$ cat src/rtl/demux4bit_stream_pkg.sv
// Shared types and constants for the 4-bit stream demultiplexer and its
// per-channel 2-entry buffers.
package demux4bit_stream_pkg;

  typedef enum logic [1:0] {
    EMPTY = 2'd0,
    ONE   = 2'd1,
    TWO   = 2'd2
  } buf_state_e;

  localparam int   DEPTH = 2;
  localparam logic CH_A  = 1'b0;
  localparam logic CH_B  = 1'b1;

  function automatic int occupancy(input buf_state_e st);
    case (st)
      ONE:     return 1;
      TWO:     return 2;
      default: return 0;
    endcase
  endfunction

endpackage

$ cat src/rtl/demux4bit_fifo2.sv
// Two-entry W-wide buffer with registered head; push while full is dropped,
// pop while empty is ignored, push+pop with one entry replaces the head.
module demux4bit_fifo2
  import demux4bit_stream_pkg::*;
#(
  parameter int W = 4
) (
  input  logic         clk,
  input  logic         rst_n,
  input  logic         push,
  input  logic         pop,
  input  logic [W-1:0] din,
  output logic         full,
  output logic         valid,
  output logic [W-1:0] head
);

  buf_state_e   state_q, state_d;
  logic [W-1:0] head_q, head_d;
  logic [W-1:0] tail_q, tail_d;
  logic         do_push, do_pop;

  always_comb begin
    do_push = push && (occupancy(state_q) < DEPTH);
    do_pop  = pop && (state_q != EMPTY);
    state_d = state_q;
    head_d  = head_q;
    tail_d  = tail_q;
    case (state_q)
      EMPTY: begin
        if (do_push) begin
          head_d  = din;
          state_d = ONE;
        end
      end
      ONE: begin
        if (do_push && do_pop) begin
          head_d = din;
        end else if (do_push) begin
          tail_d  = din;
          state_d = TWO;
        end else if (do_pop) begin
          state_d = EMPTY;
        end
      end
      TWO: begin
        // no bypass when full: the producer is already stalled this cycle
        if (do_pop) begin
          head_d  = tail_q;
          state_d = ONE;
        end
      end
      default: state_d = EMPTY;
    endcase
  end

  always_ff @(posedge clk or negedge rst_n) begin
    if (!rst_n) begin
      state_q <= EMPTY;
      head_q  <= '0;
      tail_q  <= '0;
    end else begin
      state_q <= state_d;
      head_q  <= head_d;
      tail_q  <= tail_d;
    end
  end

  assign full  = (occupancy(state_q) == DEPTH);
  assign valid = (state_q != EMPTY);
  assign head  = head_q;

endmodule

$ cat src/rtl/demux4bit_stream.sv
// Routes one valid/ready nibble stream to channel A or B per beat, each
// channel buffered two deep, with wrapping per-channel accepted-beat counters.
module demux4bit_stream
  import demux4bit_stream_pkg::*;
#(
  parameter int W     = 4,
  parameter int CNT_W = 8
) (
  input  logic             clk,
  input  logic             rst_n,
  input  logic [W-1:0]     i,
  input  logic             i_valid,
  input  logic             s,
  output logic             i_ready,
  output logic [W-1:0]     a,
  output logic             a_valid,
  input  logic             a_ready,
  output logic [W-1:0]     b,
  output logic             b_valid,
  input  logic             b_ready,
  output logic [CNT_W-1:0] cnt_a,
  output logic [CNT_W-1:0] cnt_b
);

  logic             full_a, full_b;
  logic             accept, push_a, push_b;
  logic [CNT_W-1:0] cnt_a_q, cnt_a_d;
  logic [CNT_W-1:0] cnt_b_q, cnt_b_d;

  // ready depends only on the selected channel, so a full A never stalls B traffic
  always_comb begin
    i_ready = (s == CH_B) ? !full_b : !full_a;
    accept  = i_valid && i_ready;
    push_a  = accept && (s == CH_A);
    push_b  = accept && (s == CH_B);
    cnt_a_d = cnt_a_q + CNT_W'(push_a);
    cnt_b_d = cnt_b_q + CNT_W'(push_b);
  end

  always_ff @(posedge clk or negedge rst_n) begin
    if (!rst_n) begin
      cnt_a_q <= '0;
      cnt_b_q <= '0;
    end else begin
      cnt_a_q <= cnt_a_d;
      cnt_b_q <= cnt_b_d;
    end
  end

  demux4bit_fifo2 #(.W(W)) u_fifo_a (
    .clk   (clk),
    .rst_n (rst_n),
    .push  (push_a),
    .pop   (a_ready),
    .din   (i),
    .full  (full_a),
    .valid (a_valid),
    .head  (a)
  );

  demux4bit_fifo2 #(.W(W)) u_fifo_b (
    .clk   (clk),
    .rst_n (rst_n),
    .push  (push_b),
    .pop   (b_ready),
    .din   (i),
    .full  (full_b),
    .valid (b_valid),
    .head  (b)
  );

  assign cnt_a = cnt_a_q;
  assign cnt_b = cnt_b_q;

endmodule
$ cat config.mk
export PLATFORM = sky130hd
export DESIGN_NAME = demux4bit_stream
export DESIGN_NICKNAME = d
export VERILOG_FILES = /design/src/rtl/demux4bit_stream_pkg.sv /design/src/rtl/demux4bit_fifo2.sv /design/src/rtl/demux4bit_stream.sv
export SDC_FILE = /design/constraint.sdc
export NUM_CORES = 1
export LEC_CHECK = 0
export BUFFER_PORTS_ARGS = -buffer_cell sky130_fd_sc_hd__buf_4
export CAP_MARGIN = 20
export CELL_PAD_IN_SITES_DETAIL_PLACEMENT = 1
export CELL_PAD_IN_SITES_GLOBAL_PLACEMENT = 2
export CORE_MARGIN = 1
export CORE_UTILIZATION = 31
export DETAILED_ROUTE_END_ITERATION = 7
export PLACE_DENSITY = 0.81
export SYNTH_ARGS = -nofsm -noshare
export SYNTH_HDL_FRONTEND = slang
export SYNTH_SLANG_ARGS = --single-unit
$ cat constraint.sdc
create_clock -name clk -period 1.4 [get_ports clk]
set_input_delay 0.14 -clock clk [delete_from_list [all_inputs] [get_ports clk]]
set_output_delay 0.14 -clock clk [all_outputs]
set_load 0.02 [all_outputs]
== After elaboration in Yosys (flattened, before gate mapping) ==
Cells that the tools add are included.
Storage, ports and cells
  register bits after elaboration: 36
  bits of input ports: 10
  output and inout port bits: 27
  logic and storage cells: 77
Cells by class
  $add $sub $neg: 2
  $lt $le $gt $ge: 2
  eq/ne operators: 16
  muxes and demuxes: 23
  bitwise logic cells: 3
  reductions and logical operators: 23
Operators with widths (number)
  $mux 4: 6
  $pmux 4 s3: 2
  $mux 2: 10
  $add 8x1->8: 2
  $reduce_and 4->1: 4
  $ne 2x1->1 const B: 6
  $pmux 2 s3: 2
  $logic_and 1x1->1: 9
  $eq 2x2->1 const B: 4
  $pmux 2 s2: 2
  $ne 3x1->1 const B: 2
  $reduce_and 3->1: 2
  $reduce_bool 3->1: 2
  $eq 2x1->1 const B: 2
  $logic_not 2->1: 2
  $lt 2x2->1 const B: 2
  $ne 2x2->1 const B: 2
  $reduce_bool 2->1: 2
  $not 1->1: 3
  $logic_not 1->1: 2
  $mux 1: 1

== Depth between registers and ports, before layout ==
Gate-level depths: netlist of run 1.
  depth in word-level cells: 11
  mapped depth: 7
  depth with buffers taken out: 7

== By module ==
Synthesis of run 1 repeated with hierarchy kept, for this count alone.
Second synthesis, totals
  cell total of the unflattened synthesis: 118
  area, all modules: 1654.1 um^2
Modules (own cells, without submodules)
  demux4bit_fifo2: instances 2, cells an instance 34, area each 494.2 um^2, seq. area each 250.2 um^2
  demux4bit_stream: instances 1, cells an instance 50, area each 665.6 um^2, seq. area each 400.4 um^2

== Least setup slack after synthesis of run 1 ==
Ideal clock, no wire load.
  kind: reg2reg
  start point: register u_fifo_b.state_q[1]
  end point: register cnt_b_q[6] (netlist: cnt_b[6])
  data arrival time: 1.357 ns
  path slack: -0.088 ns
  stages on the path, launching flop included: 8
  buffers on the path: 0
  cells stage by stage: dfrtp_1 -> nor2b_1 -> nor2_1 -> ha_1 -> ha_1 -> nand3_1 -> nor2_1 -> xor2_1
On the way
  longest elaborated chain between the ends: 8
Ends and longest elaborated chain
  start: declaration: line demux4bit_fifo2.sv:18  | buf_state_e state_q, state_d;
  start signal: assignment: line demux4bit_fifo2.sv:63  | state_q <= state_d;
  $eq 2x2->1 / $eq 2x1->1 (equally long branches): line demux4bit_stream_pkg.sv:16  | case (st)
  $pmux 2 s2 (*): line demux4bit_stream_pkg.sv:16
  $eq 2x2->1 (*): line demux4bit_fifo2.sv:69  | assign full = (occupancy(state_q) == DEPTH);
  $logic_not 1->1 (*): line demux4bit_stream.sv:32  | i_ready = (s == CH_B) ? !full_b : !full_a;
  $mux 1 (*): line demux4bit_stream.sv:32
  $logic_and 1x1->1 (*): line demux4bit_stream.sv:33  | accept = i_valid && i_ready;
  $logic_and 1x1->1 (*): line demux4bit_stream.sv:35  | push_b = accept && (s == CH_B);
  $add 8x1->8 (*): line demux4bit_stream.sv:37  | cnt_b_d = cnt_b_q + CNT_W'(push_b);
  named net cnt_b_d[6]: line demux4bit_stream.sv:28  | logic [CNT_W-1:0] cnt_b_q, cnt_b_d;
  end signal: assignment: line demux4bit_stream.sv:46  | cnt_b_q <= cnt_b_d;
  end: declaration: line demux4bit_stream.sv:28
The timed path passes the listed nets; every way through them passes the cells marked *.
A chain may end at the register's enable or synchronous reset.

== Worst setup path in the final report of run 1 ==
  start point: register u_fifo_a.state_q[0]
  end point: output a_valid
On the way
  longest elaborated chain between the ends: 1
Ends and longest elaborated chain
  start: declaration: line demux4bit_fifo2.sv:18
  start signal: assignment: line demux4bit_fifo2.sv:63
  $reduce_bool 2->1: line demux4bit_fifo2.sv:70  | assign valid = (state_q != EMPTY);
  end: declaration: line demux4bit_stream.sv:16  | output logic a_valid,
Every way passes these cells.

==> impl_results.md, run 1 <==
- CTS Buffer Depth: 2
- Combinational share of power: 34.6%
- Lkg Pwr: 1.11 nW
- Syn Nets: 139
- Total Routing Usage GR: 15.4%
- Syn avg cell area: 12.9 um2
- Crit path capture type: output pin
- DIE AREA: 5500 um2
- Starting Density: 33.3%
- Cell Rows: 25
- Hold WS: 0.0978 ns
- Reg-to-Reg End: u_fifo_a.head[3]
- Via density: 4.83
- Final core occ: 49.2%
- Initial antenna violation count: 0
- Antenna diode count: 0
- Arr. time, crit path: 1.35 ns
- Synth cell types: 32
- H-tree levels: 2
- Non-Filler Instances: 255
- Switching share of power: 34.5%
- First-pass GRT wire length: 6230 um
- Synthesized cell area: 1610 um2
- Max-slew violations: 0
- DRC violations left: 0
- DP Cell Count: 237
- Pin count of the biggest net entering global routing: 37
- Sequential-to-total area share from yosys stat: 55.9%
- R2r setup slk: -0.03 ns
- Critical path required time: 1.26 ns
- MaxCap Viol Count: 0
- Std-Cell Core Area: 4850 um2
- Share of cells above drive strength 1: 55.3%
- Setup TNS: -0.305 ns
- Design Power: 4.03 mW
- Worst Setup Start Kind: flop
- Slew headroom: 69.2%
- Worst-Margin Slew: 0.463 ns
- Pre-CTS setup slack: -0.0765 ns
- Antenna viol nets, final: 0
- Root buf cell: clkbuf_8
- Pre-antenna DRT Iters: 3
- PortBufs: 36
- Worst hold start: a_ready
- Nets@finish: 201
- RSZ-0062 raised after global routing: true
- Setup WS post-layout: -0.0873 ns
- Drt wl/cell: 16.1 um
- Power Density: 1690 nW/um2
- Psw: 1.39 mW
- Status: finished, violations left
- Vias: 1231
- Vias in the first global route: 1281
- Clock buffer count from CTS: 5
- Crit path kind: reg2out
- Seq pwr share: 42.9%
- Die Height: 74.1 um
- DRT Wirelength: 4100 um
- Final setup violation count: 10
- Clock Power Share: 22.6%
- Total global routing overflow: 0
- Power Internal: 2.64 mW
- Crit path max fanout: 3
- Clock sinks: 36
- Warnings from Yosys: 0
- Final Critical Period: 1.49 ns
- Area grow syn2layout: 48.0%
- Post-Syn Instances: 125
- R2R depth: 5
- DP HPWL: 2910 um
- Worst r2r src: u_fifo_a.state_q[0]
- Final Instance Area: 2390 um2
- TritonCTS clock tree: yes
- Dpl cell area: 2060 um2
- Routability cong.: 0.810
- Initial DRC count: 45
- # IOs: 37
- Seq cells post-synth: 36
- Skew-Pair Late Insertion Delay: 0.29 ns
- FMAX: 672 MHz
- Worst min path class: in2reg
- Failing checks: negative setup slack
- Setup Skew: 0.00514 ns
- Clk slew on worst S/H paths: 0.07 ns
- WHS Endpoint: u_fifo_a.state_q[1]
- Final Hold Viols: 0
- Worst vdd ir: 627 uV
- Final Cycle Share: 106%
- Die width: 74.1 um
- Hold Path Cell Cnt: 2
[critical path, cell delays in order (launching register included)]
cell	delay [ns]
dfrtp_1	0.40
buf_6	0.13
buf_4	0.13
or2_2	0.27
buf_6	0.13
[sequential cells by signal, summed over array words and instances (netlist names)]
name              cells
cnt_a                 8
cnt_b                 8
u_fifo_a.head         4
u_fifo_a.state_q      2
u_fifo_a.tail_q       4
u_fifo_b.head         4
u_fifo_b.state_q      2
u_fifo_b.tail_q       4
[repair_timing]
action                                  in CTS  in global routing
resized for setup                           13                 24
pin swaps                                    1                  8
endpoints found under the setup margin      14                 25
hold buffers                                 1                  0
setup buffers                                2                  8
endpoints found under the hold margin       36                  0
[final cells by class]
class | instances | area [um2]
fillers | 501 | 2460
multi-input cells | 86 | 833
inverters | 2 | 7.51
clock inverters | 3 | 42.5
well taps | 67 | 83.8
repair buffers | 56 | 449
clock buffers | 5 | 68.8
flip-flops and latches | 36 | 902
[layout by cell type (no fill, tap or decap), types with 4 or more instances in the layout]
cell      count
buf_4        48
dfrtp_1      35
xnor2_1       8
o221a_2       8
mux2_4        8
nand3_1       7
buf_6         7
or2_4         5
clkbuf_8      5
xor2_1        4
or3_1         4
[power groups by stage]
stage,logic [mW],registers (mW),clock network [mW]
floorplan,0.431,1.90,0
global placement,1.21,1.67,0
detailed placement,1.26,1.70,0
CTS,1.31,1.70,0.936
global route,1.51,1.78,0.980
finish,1.39,1.73,0.909
[how the worst max path moves through the flow]
stage	startpoint	endpoint	slack, ns	depth (start not counted)
finish	u_fifo_a.state_q[0]	a_valid	-0.09	4
global route	u_fifo_a.state_q[0]	i_ready	-0.15	5
CTS	u_fifo_a.state_q[1]	i_ready	-0.09	5
detailed placement	u_fifo_b.state_q[1]	cnt_b[6]	-0.08	7
global placement	u_fifo_b.state_q[1]	cnt_b[6]	-0.01	7
floorplan	u_fifo_b.state_q[1]	cnt_b[6]	0.005	7
[Yosys cell counts (all sizes together)]
cell	number	area share [%]
or3	4	1.6
and3b	1	0.54
o221a	8	5.6
or2	6	2.3
or2b	1	0.47
xnor2	8	4.3
xor2	4	2.2
a21oi	4	1.2
mux2	8	6.5
ha	4	3.1
dfrtp	36	56
and2b	1	0.47
o22ai	2	0.78
buf	1	0.70
nor2b	2	0.93
a21o	1	0.47
nor2	3	0.70
nor3b	1	0.78
nand3b	3	1.4
mux2i	2	1.2
and2	1	0.54
inv	2	0.47
nor3	1	0.31
nand3	9	2.8
o21ai	3	0.93
o31ai	1	1.3
nand2b	1	0.39
nand2	4	0.93
and3	3	1.2
[layer usage]
metal	wire length [um]	GRT usage [%]	up-vias
li1	-	-	575
met1	1850	19.8	619
met2	2000	25.2	30
met3	196	4.20	7
met4	58	5.13	0
met5	0	0	-
[logic make-up after synthesis]
family,count (synthesis),share of synthesized area [%]
XOR/XNOR,12,6.52
AND/OR/NAND/NOR,41,15.3
adder cells (fa/ha/maj),4,3.10
buffers and inverters,3,1.16
AO/OA/AOI/OAI,19,10.3
multiplexers,10,7.76
flip-flops,36,55.9
Power figures use the tool's default switching activity.
==> run 2: changes to the inputs <==
CORE_ASPECT_RATIO = 1.2   (was not set)
==> run 2 against run 1 <==
  * Hold slack improved by 0.019 ns
  * The run still ends with negative setup slack left
  * Fmax rose by 0.68%
  * Non-clock buffer count fell by 1
  * Highest routed layer unchanged
  * Sequential power barely moved
  * Die area barely moved
==> impl_results.md, run 2 (same netlist as run 1, synthesis figures left out) <==
- H-tree levels: 2 (unchanged)
- Critical path required time: 1.26 ns (about the same)
- Final core occ: 47.1% (was 49.2%)
- Final setup violation count: 4 (was 10)
- Total global routing overflow: 0 (unchanged)
- Crit path kind: reg2out (unchanged)
- R2r setup slk: -0.05 ns (was -0.03 ns)
- Most common cell after layout, fill and taps aside: buf_4 (unchanged)
- Power Density: 1710 nW/um2 (was 1690 nW/um2)
- Clk slew on worst S/H paths: 0.08 ns (was 0.07 ns)
- Worst vdd ir: 828 uV (was 627 uV)
- Worst path slowest cell: dfrtp_1 (unchanged)
- Final Cycle Share: 106% (about the same)
- Via density: 5.00 (was 4.83)
- DRT Wirelength: 4080 um (was 4100 um)
- DRC violations left: 0 (unchanged)
- Non-Filler Instances: 247 (was 255)
- Clock sinks: 36 (unchanged)
- Hold Path Cell Cnt: 2 (unchanged)
- Nets@finish: 200 (was 201)
- Area grow syn2layout: 45.3% (was 48.0%)
- Slew headroom: 69.0% (was 69.2%)
- Lkg Pwr: 1.07 nW (was 1.11 nW)
- RSZ-0062 raised after global routing: true (unchanged)
- Setup WS post-layout: -0.0772 ns (was -0.0873 ns)
- Initial DRC count: 52 (was 45)
- Final Critical Period: 1.48 ns (was 1.49 ns)
- Die width: 67.8 um (was 74.1 um)
- Max-slew violations: 0 (unchanged)
- Crit path cell chain: buf_6 > or2b_1 > nor2_1 > a21oi_1 > buf_4 (was buf_6 > buf_4 > or2_2 > buf_6)
- FMAX: 677 MHz (was 672 MHz)
- Pin count of the biggest net entering global routing: 37 (unchanged)
- Skew-Pair Late Insertion Delay: 0.29 ns (about the same)
- Routability cong.: 0.866 (was 0.810)
- Worst min path class: in2reg (unchanged)
- # IOs: 37 (unchanged)
- Initial antenna violation count: 0 (unchanged)
- Failing checks: negative setup slack (unchanged)
- Worst r2r src: u_fifo_b.state_q[1] (was u_fifo_a.state_q[0])
- Design Power: 4.01 mW (was 4.03 mW)
- Worst hold start: i[2] (was a_ready)
- Status: finished, violations left (unchanged)
- Die Height: 81.0 um (was 74.1 um)
- Crit path capture type: output pin (unchanged)
- Crit path max fanout: 5 (was 3)
- Hold WS: 0.117 ns (was 0.0978 ns)
- Crit path largest cell delay: 0.40 ns (about the same)
- Worst-Margin Slew: 0.465 ns (was 0.463 ns)
- Antenna diode count: 0 (unchanged)
- Final Instance Area: 2340 um2 (was 2390 um2)
- Drt wl/cell: 16.5 um (was 16.1 um)
- First-pass GRT wire length: 6600 um (was 6230 um)
- DP Cell Count: 228 (was 237)
- Setup Skew: 0.00670 ns (was 0.00514 ns)
- Share of cells above drive strength 1: 55.1% (was 55.3%)
- Pre-antenna DRT Iters: 4 (was 3)
- WHS Endpoint: u_fifo_b.tail_q[2] (was u_fifo_a.state_q[1])
- DP HPWL: 2870 um (was 2910 um)
- Clock buffer count from CTS: 5 (unchanged)
- TritonCTS clock tree: yes (unchanged)
- Vias in the first global route: 1347 (was 1281)
- Arr. time, crit path: 1.34 ns (was 1.35 ns)
- R2R depth: 7 (was 5)
- PortBufs: 36 (unchanged)
- Worst Setup Start Kind: flop (unchanged)
- Fillers: 538 (was 501)
- Starting Density: 32.4% (was 33.3%)
- Antenna viol nets, final: 0 (unchanged)
- Reg-to-Reg End: cnt_b[6] (was u_fifo_a.head[3])
- DIE AREA: 5500 um2 (about the same)
- Total Routing Usage GR: 16.6% (was 15.4%)
- Vias: 1236 (was 1231)
- CTS Buffer Depth: 2 (unchanged)
- Std-Cell Core Area: 4970 um2 (was 4850 um2)
- Root buf cell: clkbuf_8 (unchanged)
- Cell Rows: 28 (was 25)
- Dpl cell area: 2030 um2 (was 2060 um2)
- MaxCap Viol Count: 0 (unchanged)
- Most frequent cells in the layout: buf_4 (48), dfrtp_1 (36), xnor2_1 (8), o221a_2 (8), nand3_1 (7) (was buf_4 (48), dfrtp_1 (35), xnor2_1 (8), o221a_2 (8), mux2_4 (8))
- Final Hold Viols: 0 (unchanged)
-- run 2: cell count changes in the layout (fill, tap and decap cells not counted), sizes merged --
cell | previous run | this run
buf | 55 | 54
-- run 2: per-layer routing --
layer	routed length, um	up-vias	GRT usage (%)
met3	157	7	4.21
li1	-	576	-
met1	1670	622	18.8
met5	0	-	0
met2	2190	31	29.6
met4	57	0	5.63
-- run 2: area by class of cell --
type	instances	area, um2	area share (%)
clock buffer	5	68.8	2.94
clock inverter	3	42.5	1.82
inverter	2	7.51	0.320
multi-input combinational	86	811	34.6
sequential	36	901	38.4
tap	60	75.1	3.20
timing repair buffer	55	438	18.7
-- run 2: through the flow --
stage | setup TNS, ns | setup slack (ns)
2_1_floorplan | 0 | 0.00544
3_3_place_gp | -0.0533 | -0.0446
3_5_place_dp | -0.252 | -0.124
4_1_cts | -0.272 | -0.0968
5_1_grt | -1.12 | -0.156
6_report | -0.157 | -0.0772
-- run 2: worst max-delay path by stage --
stage	from	to	slack [ns]	cells after the start
2_1_floorplan	u_fifo_b.state_q[1]	cnt_b[6]	0.005	7
3_5_place_dp	u_fifo_b.state_q[1]	cnt_b[6]	-0.12	7
4_1_cts	u_fifo_b.state_q[1]	cnt_b[6]	-0.1	7
3_3_place_gp	u_fifo_b.state_q[1]	cnt_b[6]	-0.04	7
5_1_grt	u_fifo_a.state_q[0]	i_ready	-0.16	5
6_report	u_fifo_a.state_q[0]	i_ready	-0.08	5
-- run 2: power by group --
group	internal [mW]	switching, mW
clock	0.527	0.403
combinational	0.714	0.644
sequential	1.37	0.355
total	2.61	1.40
-- run 2: worst max-delay path, delay by kind of cell, from the launching register on --
family	cells	cell delay [ns]
and+or+nand+nor	2	0.32
buffers and inverters	2	0.28
AOI/OAI and AO/OA	1	0.04
DFF	1	0.40
-- run 2: what timing repair did --
action / CTS / global route
cloned: 0 / 0
buffers inserted: 4 / 6
pin swaps: 5 / 5
hold endpoints to repair: 36 / 0
gates resized for setup: 13 / 11
endpoints found under the setup margin: 14 / 29
hold buffers: 1 / 0
